==> src/rtl/riscv_pkg.sv <==
// Constants shared by the RV32I fetch front end and control unit: widths, reset PC, NOP and opcodes.
// Pure definitions, no logic, no latency and no backpressure.
package riscv_pkg;

  localparam int          XLEN     = 32;
  localparam logic [31:0] RV_NOP   = 32'h0000_0013;
  localparam logic [31:0] RESET_PC = 32'h0000_0000;

  typedef enum logic [6:0] {
    OP_LOAD   = 7'b0000011,
    OP_STORE  = 7'b0100011,
    OP_RTYPE  = 7'b0110011,
    OP_ITYPE  = 7'b0010011,
    OP_BRANCH = 7'b1100011,
    OP_JAL    = 7'b1101111,
    OP_JALR   = 7'b1100111,
    OP_LUI    = 7'b0110111,
    OP_AUIPC  = 7'b0010111
  } opcode_t;

  function automatic opcode_t instr_opcode(input logic [31:0] instr);
    return opcode_t'(instr[6:0]);
  endfunction

endpackage

==> src/rtl/fetch_fifo.sv <==
// Synchronous in-order FIFO with flush; a push is visible at the head one cycle later (no bypass).
// No internal backpressure: the producer must never push while full unless it pops in the same cycle.
module fetch_fifo #(
  parameter int WIDTH = 64,
  parameter int DEPTH = 2,
  localparam int CW = $clog2(DEPTH + 1),
  localparam int PW = (DEPTH > 1) ? $clog2(DEPTH) : 1
) (
  input  logic             clk,
  input  logic             rst,
  input  logic             push,
  input  logic [WIDTH-1:0] push_dat,
  input  logic             pop,
  input  logic             flush,
  output logic [CW-1:0]    count,
  output logic [WIDTH-1:0] head_dat
);

  logic [WIDTH-1:0] mem [DEPTH];
  logic [PW-1:0]    rd_ptr, wr_ptr;
  logic [CW-1:0]    count_q;

  function automatic logic [PW-1:0] ptr_inc(input logic [PW-1:0] p);
    return (p == PW'(DEPTH - 1)) ? '0 : p + PW'(1);
  endfunction

  assign count    = count_q;
  assign head_dat = mem[rd_ptr];

  always_ff @(posedge clk) begin
    if (push) mem[wr_ptr] <= push_dat;
  end

  // flush wins over push so a redirect never lets a stale word through
  always_ff @(posedge clk) begin
    if (rst || flush) begin
      rd_ptr  <= '0;
      wr_ptr  <= '0;
      count_q <= '0;
    end else begin
      if (push) wr_ptr <= ptr_inc(wr_ptr);
      if (pop)  rd_ptr <= ptr_inc(rd_ptr);
      count_q <= count_q + CW'(push) - CW'(pop);
    end
  end

  overflow_chk: assert property (@(posedge clk) disable iff (rst)
    !(push && !pop && !flush && (count_q == CW'(DEPTH))));

endmodule

==> src/rtl/instr_fetch_unit.sv <==
// RV32I fetch front end: PC, one-deep outstanding imem read, fetch buffer to decode; first word 2 cycles after issue.
// Issue stops when buffered + in-flight words would exceed the buffer; decode stalls via ready_d.
module instr_fetch_unit #(
  parameter int                XLEN       = riscv_pkg::XLEN,
  parameter logic [XLEN-1:0]   RESET_PC   = riscv_pkg::RESET_PC,
  parameter int                FIFO_DEPTH = 2
) (
  input  logic            clk,
  input  logic            rst,
  output logic            imem_req,
  output logic [XLEN-1:0] imem_addr,
  input  logic            imem_gnt,
  input  logic            imem_rvalid,
  input  logic [31:0]     imem_rdata,
  input  logic            PCSrcE,
  input  logic [XLEN-1:0] PCTargetE,
  output logic [31:0]     InstrD,
  output logic [XLEN-1:0] PCD,
  output logic [XLEN-1:0] PCPlus4D,
  output logic            valid_d,
  input  logic            ready_d
);
  import riscv_pkg::*;

  localparam int CW = $clog2(FIFO_DEPTH + 1);

  typedef struct packed {
    logic [31:0]     instr;
    logic [XLEN-1:0] pc;
  } fetch_entry_t;

  logic [XLEN-1:0] pc_q, req_pc_q, pcd_q;
  logic            outstanding_q, discard_q;
  logic [CW-1:0]   count;
  logic [CW:0]     demand;
  logic            pop, push, grant;
  fetch_entry_t    push_entry, head_entry;

  assign valid_d = !rst && (count != '0);
  assign pop     = valid_d && ready_d;

  // slots already spoken for next cycle: buffered words leaving + the word still in flight
  assign demand    = {1'b0, count} + (CW+1)'(outstanding_q) - (CW+1)'(pop);
  assign imem_req  = !rst && !PCSrcE && (demand < (CW+1)'(FIFO_DEPTH));
  assign imem_addr = pc_q;
  assign grant     = imem_req && imem_gnt;

  assign push       = !rst && imem_rvalid && outstanding_q && !discard_q && !PCSrcE;
  assign push_entry = '{instr: imem_rdata, pc: req_pc_q};

  fetch_fifo #(
    .WIDTH ($bits(fetch_entry_t)),
    .DEPTH (FIFO_DEPTH)
  ) u_fifo (
    .clk      (clk),
    .rst      (rst),
    .push     (push),
    .push_dat (push_entry),
    .pop      (pop),
    .flush    (PCSrcE),
    .count    (count),
    .head_dat (head_entry)
  );

  assign InstrD   = valid_d ? head_entry.instr : RV_NOP;
  assign PCD      = rst ? '0 : (valid_d ? head_entry.pc : pcd_q);
  assign PCPlus4D = PCD + XLEN'(4);

  always_ff @(posedge clk) begin
    if (rst) begin
      pc_q          <= RESET_PC;
      req_pc_q      <= RESET_PC;
      pcd_q         <= '0;
      outstanding_q <= 1'b0;
      discard_q     <= 1'b0;
    end else begin
      if (valid_d) pcd_q <= head_entry.pc;
      discard_q <= 1'b0;
      if (PCSrcE) begin
        pc_q          <= {PCTargetE[XLEN-1:2], 2'b00};
        outstanding_q <= 1'b0;
        discard_q     <= outstanding_q;
      end else if (grant) begin
        pc_q          <= pc_q + XLEN'(4);
        req_pc_q      <= pc_q;
        outstanding_q <= 1'b1;
      end else if (imem_rvalid) begin
        outstanding_q <= 1'b0;
      end
    end
  end

endmodule
==> config.mk <==
export PLATFORM = sky130hd
export DESIGN_NAME = instr_fetch_unit
export DESIGN_NICKNAME = d
export VERILOG_FILES = /design/src/rtl/riscv_pkg.sv /design/src/rtl/fetch_fifo.sv /design/src/rtl/instr_fetch_unit.sv
export SDC_FILE = /design/constraint.sdc
export NUM_CORES = 1
export LEC_CHECK = 0
export BUFFER_PORTS_ARGS = -buffer_cell sky130_fd_sc_hd__buf_4
export CAP_MARGIN = 0
export CORE_MARGIN = 10
export CORE_UTILIZATION = 58
export CTS_BUF_LIST = sky130_fd_sc_hd__clkbuf_8
export DETAILED_ROUTE_END_ITERATION = 16
export GPL_TIMING_DRIVEN = 1
export PLACE_DENSITY = 0.79
export REMOVE_ABC_BUFFERS = 1
export SLEW_MARGIN = 30
export SYNTH_ARGS = -nofsm -noshare
export SYNTH_HDL_FRONTEND = slang
export SYNTH_HIERARCHICAL = 1
export SYNTH_SLANG_ARGS = --single-unit
export TNS_END_PERCENT = 10
==> constraint.sdc <==
create_clock -name clk -period 5.9 [get_ports clk]
set_input_delay 1.18 -clock clk [delete_from_list [all_inputs] [get_ports clk]]
set_output_delay 1.18 -clock clk [all_outputs]
set_load 0.01 [all_outputs]
After elaboration in Yosys (flattened, before gate mapping)
Memories as Yosys holds them, arrays and structs flattened. A register that Yosys moved wholly into a read port is not among the register bits.
Cells that the tools add are included.
{"block": "word_totals", "memories": 1, "register_bits": 102, "input_bits": 70, "ram_bits": 128}
{"memory": "u_fifo.mem", "depth": 2, "word_bits": 64, "rd": 1, "rd_clocked_by_memory_dff": 1, "write_ports": 1, "line_no": "fetch_fifo.sv:19", "source": "logic [WIDTH-1:0] mem [DEPTH];"}
{"block": "op_classes", "add_sub_neg": 8, "mux": 13, "reduce_logical": 19, "n_lt_le_gt_ge": 1, "bitwise_logic": 1}
{"cell": "32-bit 2-to-1 mux", "n": 5}
{"cell": "32-bit by 3-bit adder with 32-bit output, second input constant", "n": 2}
{"cell": "1-bit logical AND", "n": 9}
{"cell": "1-bit 2-to-1 mux", "n": 8}
{"cell": "2-bit nonzero test", "n": 3}
{"cell": "2-bit OR reduction", "n": 2}
{"cell": "2-bit by 1-bit adder with 3-bit output", "n": 1}
{"cell": "1-bit zero test", "n": 3}
{"cell": "3-bit by 2-bit < comparator with 1-bit output, second input constant", "n": 1}
{"cell": "3-bit by 1-bit subtractor with 3-bit output", "n": 1}
{"cell": "1-bit adder, second input constant", "n": 2}
{"cell": "2-bit by 1-bit adder with 2-bit output", "n": 1}
{"cell": "2-bit AND reduction", "n": 1}
{"cell": "2-bit by 1-bit subtractor with 2-bit output", "n": 1}
{"cell": "1-bit logical OR", "n": 1}
{"cell": "1-bit NOT", "n": 1}

Depth between registers and ports, before layout
{"block": "logic_depth", "word_depth": 9, "mapped_depth": 14}

Hierarchy
Netlist, hierarchy kept.
{"module": "instr_fetch_unit", "area_per_inst_um2": 5301.3, "cells_each": 684, "seq_area_each_um2": 1881.8, "instances": 1}
{"module": "fetch_fifo", "area_per_inst_um2": 5131.2, "cells_each": 218, "seq_area_each_um2": 3943.8, "instances": 1}

Worst setup path before layout
OpenSTA, ideal clock, no wires.
{"block": "synth_path", "kind": "input -> register", "start": "in rst", "end": "mem u_fifo.mem[0][0], enable pin", "setup_time_ps": 487, "t_required_ps": 5413, "path_buffers": 2, "stages": 6, "path_slack_ps": 726, "t_arrival_ps": 4688, "cell_sequence": "clkbuf_1 inv_1 clkbuf_1 and4_1 inv_1 nor2_1"}
{"block": "synth_via", "elab_chain_len": 7}
{"element": "from (decl)", "line_no": "instr_fetch_unit.sv:9", "source": "input logic rst,"}
{"element": "1-bit zero test", "line_no": "instr_fetch_unit.sv:48", "source": "assign push = !rst && imem_rvalid && outstanding_q && !discard_q && !PCSrcE;"}
{"element": "1-bit logical AND (4 in a row)", "line_no": "instr_fetch_unit.sv:48"}
{"element": "via push", "line_no": "instr_fetch_unit.sv:36", "source": "logic pop, push, grant;"}
{"element": "1-bit 2-to-1 mux", "line_no": "fetch_fifo.sv:31", "source": "if (push) mem[wr_ptr] <= push_dat;"}
{"element": "1-bit 2-to-1 mux (not written as such)", "line_no": "fetch_fifo.sv:31"}
{"element": "to (decl)", "line_no": "fetch_fifo.sv:19"}
The timed path passes the listed nets, and every way through them passes these cells.

==> parameters.txt <==
Parameter                              Value

Timing
  Final-layout setup total negative slack ... 0 ns
  Setup violators final ... 0
  Max Transition Viols Final ... 0
  Ratio of final minimum period to clock period ... 88.4%
  Remaining max-slew budget at the tightest pin ... 35.7%
  Slew at the pin closest to its max-slew limit ... around 0.96 ns
  Setup repair after global routing missed its margin ... no
  Time the worst path needs with I/O delays and setup ... ~5.2 ns
  Final-report hold violation count ... 0
  Achievable clock frequency ... between 150 and 200 MHz
  Largest clock skew in the final design ... 0.0132 ns

Route
  Routed wire length on met3 ... approximately 2.2 mm
  Final routed wirelength across all metal layers ... 24.8 mm
  Post-route ant nets ... 0
  Routed met2 length ... 11.7 mm
  Average wire length per cell after detail routing ... about 18 µm
  Sum of routed wire segments on met1 ... 10.5 mm
  First-pass iteration count of the detailed router ... 5
  Total number of vias ... 7665
  Number of DRC violations after detailed-routing iteration 0 ... 591
  Drt via density ... 5.69
  DRC violations left ... 0
  Top Layer Used ... met4

Floorplan
  Die Outline Area ... 0.0238 mm²
  Die boundary width ... between 150 and 200 µm
  Top-Level Pins ... 200
  Core footprint ... 0.0175 mm²
  Starting density of the core ... 59.7%
  Number of placement rows ... 48
  Height of the chip ... 154 µm

Setup path
  Startpoint type of the worst setup path ... flop
  Data required, critical path ... 4.72 ns
  Type of destination of the critical path ... output port
  Slowest cell on the critical path ... or4b_1
  Class of the most critical setup path ... flop to output port
  Arrival time reported for the critical path endpoint ... between 4 and 5 ns
  Critical path's largest stage delay ... 0.81 ns
  CP dominant cell by count ... buf_4
  Path depth of the worst reg2reg path ... 12
  R2r endpoint ... imem_addr[8]$_SDFFE_PP0P_
  Critical Path Sink ... PCPlus4D[29]
  Max Fanout on Critical Path ... 50
  Reg-to-reg setup timing slack ... 1.64 ns
  Launch instance of the worst register-to-register path ... u_fifo/count[1]$_SDFF_PP0_
  Chain of cells forming the critical path ... buf_4, mux2_4, nand4_1, mux2_2, or4b_1, nor3_1, xnor2_1, buf_4

Global routing
  Global-route wire length before repair ... 39.3 mm
  Vias in the first global route ... 7497
  Congestion Overflow GR ... 0
  Maximum number of pins on one net before global-route repair ... 73
  Total GRT Usage ... 19.9%
  Number of antenna violations at the first check in global routing ... 0

Pwr
  Worst IR drop on VDD ... 0.162 mV
  Cell-internal power ... roughly 0.0025 W
  Leakage power summed over all cells ... 5.15 nW
  Proportion of power drawn by combinational gates ... around 4.2%
  Clock share of power ... 41.7%
  Power per cell area ... 249 mW/mm²
  Net Switching ... 0.000700 W
  Switching share of power ... 22.2%
  Share of power burned in registers ... approximately 54%

Placement
  Port-buffer cells ... 195
  Routability cong. ... 0.900
  Number of cells in the design after placement ... 1278
  Post-DP HPWL ... ~17 mm

Final layout
  Finished Core Util ... 72.5%
  Most frequent standard cell in the layout excluding fill and tap cells ... buf_4
  Cell Count, Final, Fillers Out ... 1348
  Diode insertion count for antenna repair ... 0
  Leading cell types in the layout, fill and taps excluded ... buf_4 (209), nand2_1 (131), edfxtp_1 (128)
  Post-layout net count ... between 1000 and 1500
  Fraction of final layout cells sized beyond drive strength 1 ... 31.6%
  Area added between synthesis and finish ... 21.5%

Logic synthesis
  Post-Synthesis Cell Area ... 0.0104 mm²
  Async set-reset flop share out of synthesis ... 0%
  Mean Syn Cell Area ... 11.6 µm²
  Sequential element share of the synthesized area ... between 50% and 60%
  Top_reg_cell synth ... edfxtp_1
  #FFs+latches synth ... 227
  Mapped Cells ... 902
  Yosys cell types ... 72
  Warning count from the yosys run ... 6
  Post-synth EDFFs ... 128

Clocking
  Clock buffers created by TritonCTS ... 38
  Clock tree from TritonCTS ... built
  Clock edge transition at the registers on the reported setup and hold paths ... 0.06 ns
  Number of H-tree levels ... 2
  Hold Buf Count CTS ... 0
  Root buffer cell ... clkbuf_8
  Worst-Skew Late Latency ... 0.52 ns
  Number of resized instances in the post-cts repair step ... 0
  Post-CTS Setup Inserts ... 0
  Max clock buf depth ... 3
  Clk sink count ... roughly 230

Run
  Max-cap violations ... 0

Run status
  Result of the run ... completed

Hold path
  Hold Path Class ... flop to flop
[cells in the mapped netlist, drive strengths merged (5+ instances only)]
| master | number | area [µm²] |
|---|---|---|
| inv | 13 | 48.8 |
| clkbuf | 40 | 150 |
| ha | 5 | 62.6 |
| o211ai | 8 | 60.1 |
| a31oi | 17 | 106 |
| o21ai | 26 | 130 |
| nand3 | 8 | 40.0 |
| and4 | 7 | 61.3 |
| nor3 | 18 | 110 |
| and3 | 13 | 81.3 |
| nand4 | 22 | 138 |
| buf | 23 | 231 |
| mux2 | 71 | 1020 |
| xnor2 | 10 | 87.6 |
| nor2 | 37 | 141 |
| or3b | 5 | 43.8 |
| mux2i | 10 | 100 |
| nor4 | 5 | 52.6 |
| a41oi | 8 | 70.1 |
| dfxtp | 99 | 1980 |
| nand2b | 6 | 37.5 |
| a21oi | 70 | 354 |
| and2 | 37 | 231 |
| xor2 | 22 | 193 |
| nand2 | 131 | 492 |
| edfxtp | 128 | 3840 |
[layer usage]
metal | vias up | GRT usage (%)
li1 | 3656 | -
met3 | 32 | 5.69
met2 | 330 | 31.6
met1 | 3647 | 26.1
met5 | - | 0
met4 | 0 | 5.26
[layout make-up]
type,instances,area (µm²)
Sequential cell,227,5830
Fill cell,1290,4800
Multi-Input combinational cell,603,4210
Timing Repair Buffer,209,1570
Clock buffer,46,633
Tap cell,225,282
Clock inverter,24,100
Inverter,14,52.6
[cell families (layout without fill, tap and decap cells)]
| logic type | count (synthesis) | in the layout | share of synthesized area (%) |
|---|---|---|---|
| AND/OR/NAND/NOR | 318 | 318 | 16.0 |
| flip-flops | 227 | 227 | 55.8 |
| AO/OA/AOI/OAI | 159 | 159 | 9.46 |
| multiplexers | 81 | 81 | 10.8 |
| buffers and inverters | 77 | 293 | 4.16 |
| XOR/XNOR | 33 | 33 | 2.90 |
| adder cells (fa/ha/maj) | 6 | 6 | 0.792 |
| other | 1 | 6 | 0.0359 |
[power groups by stage]
| stage | Sequential, W | Clock [W] | Combinational [W] |
|---|---|---|---|
| floorplan | 0.00174 | 0 | 0.0000404 |
| global placement | 0.00174 | 0 | 0.000130 |
| detailed placement | 0.00174 | 0 | 0.000133 |
| CTS | 0.00170 | 0.00134 | 0.000134 |
| global route | 0.00171 | 0.00143 | 0.000146 |
| finish | 0.00171 | 0.00131 | 0.000134 |
[through the flow]
step | hold slack [ns] | power [W] | instance area, µm² | worst slack (ns)
global route | 0.458 | 0.00328 | 12700 | 0.375
CTS | 0.451 | 0.00318 | 12700 | 0.640
finish | 0.451 | 0.00315 | 12700 | 0.684
floorplan | 0.425 | 0.00178 | 10100 | -0.212
detailed placement | 0.439 | 0.00187 | 11900 | 0.943
global placement | 0.430 | 0.00187 | 11900 | 0.965
[worst max-delay path, delay by kind of cell (launching register included)]
family / cells / cell delay, ns
simple gates: 3 / 1.23
xor+xnor: 1 / 0.17
mux: 2 / 0.59
buf+inv: 2 / 0.95
flops: 1 / 0.52
[registers in the layout (all words and copies together) (netlist names), named ones only]
register       cells
imem_addr         30
req_pc_q          30
u_fifo/mem       128
discard_q          1
outstanding_q      1
pcd_q             32
u_fifo/rd_ptr      1
u_fifo/count       2
u_fifo/wr_ptr      1
[worst min-delay path by stage]
stage,from,end,slack [ns],depth (start not counted)
global placement,req_pc_q[4]$_SDFFE_PP0P_,u_fifo/mem[0][4]$_DFFE_PP_,0.43,0
floorplan,req_pc_q[10]$_SDFFE_PP0P_,u_fifo/mem[0][10]$_DFFE_PP_,0.43,0
detailed placement,req_pc_q[4]$_SDFFE_PP0P_,u_fifo/mem[1][4]$_DFFE_PP_,0.44,0
finish,req_pc_q[30]$_SDFFE_PP0P_,u_fifo/mem[1][30]$_DFFE_PP_,0.45,0
CTS,req_pc_q[30]$_SDFFE_PP0P_,u_fifo/mem[0][30]$_DFFE_PP_,0.45,0
global route,req_pc_q[30]$_SDFFE_PP0P_,u_fifo/mem[0][30]$_DFFE_PP_,0.46,0
Power figures use the tool's default switching activity.
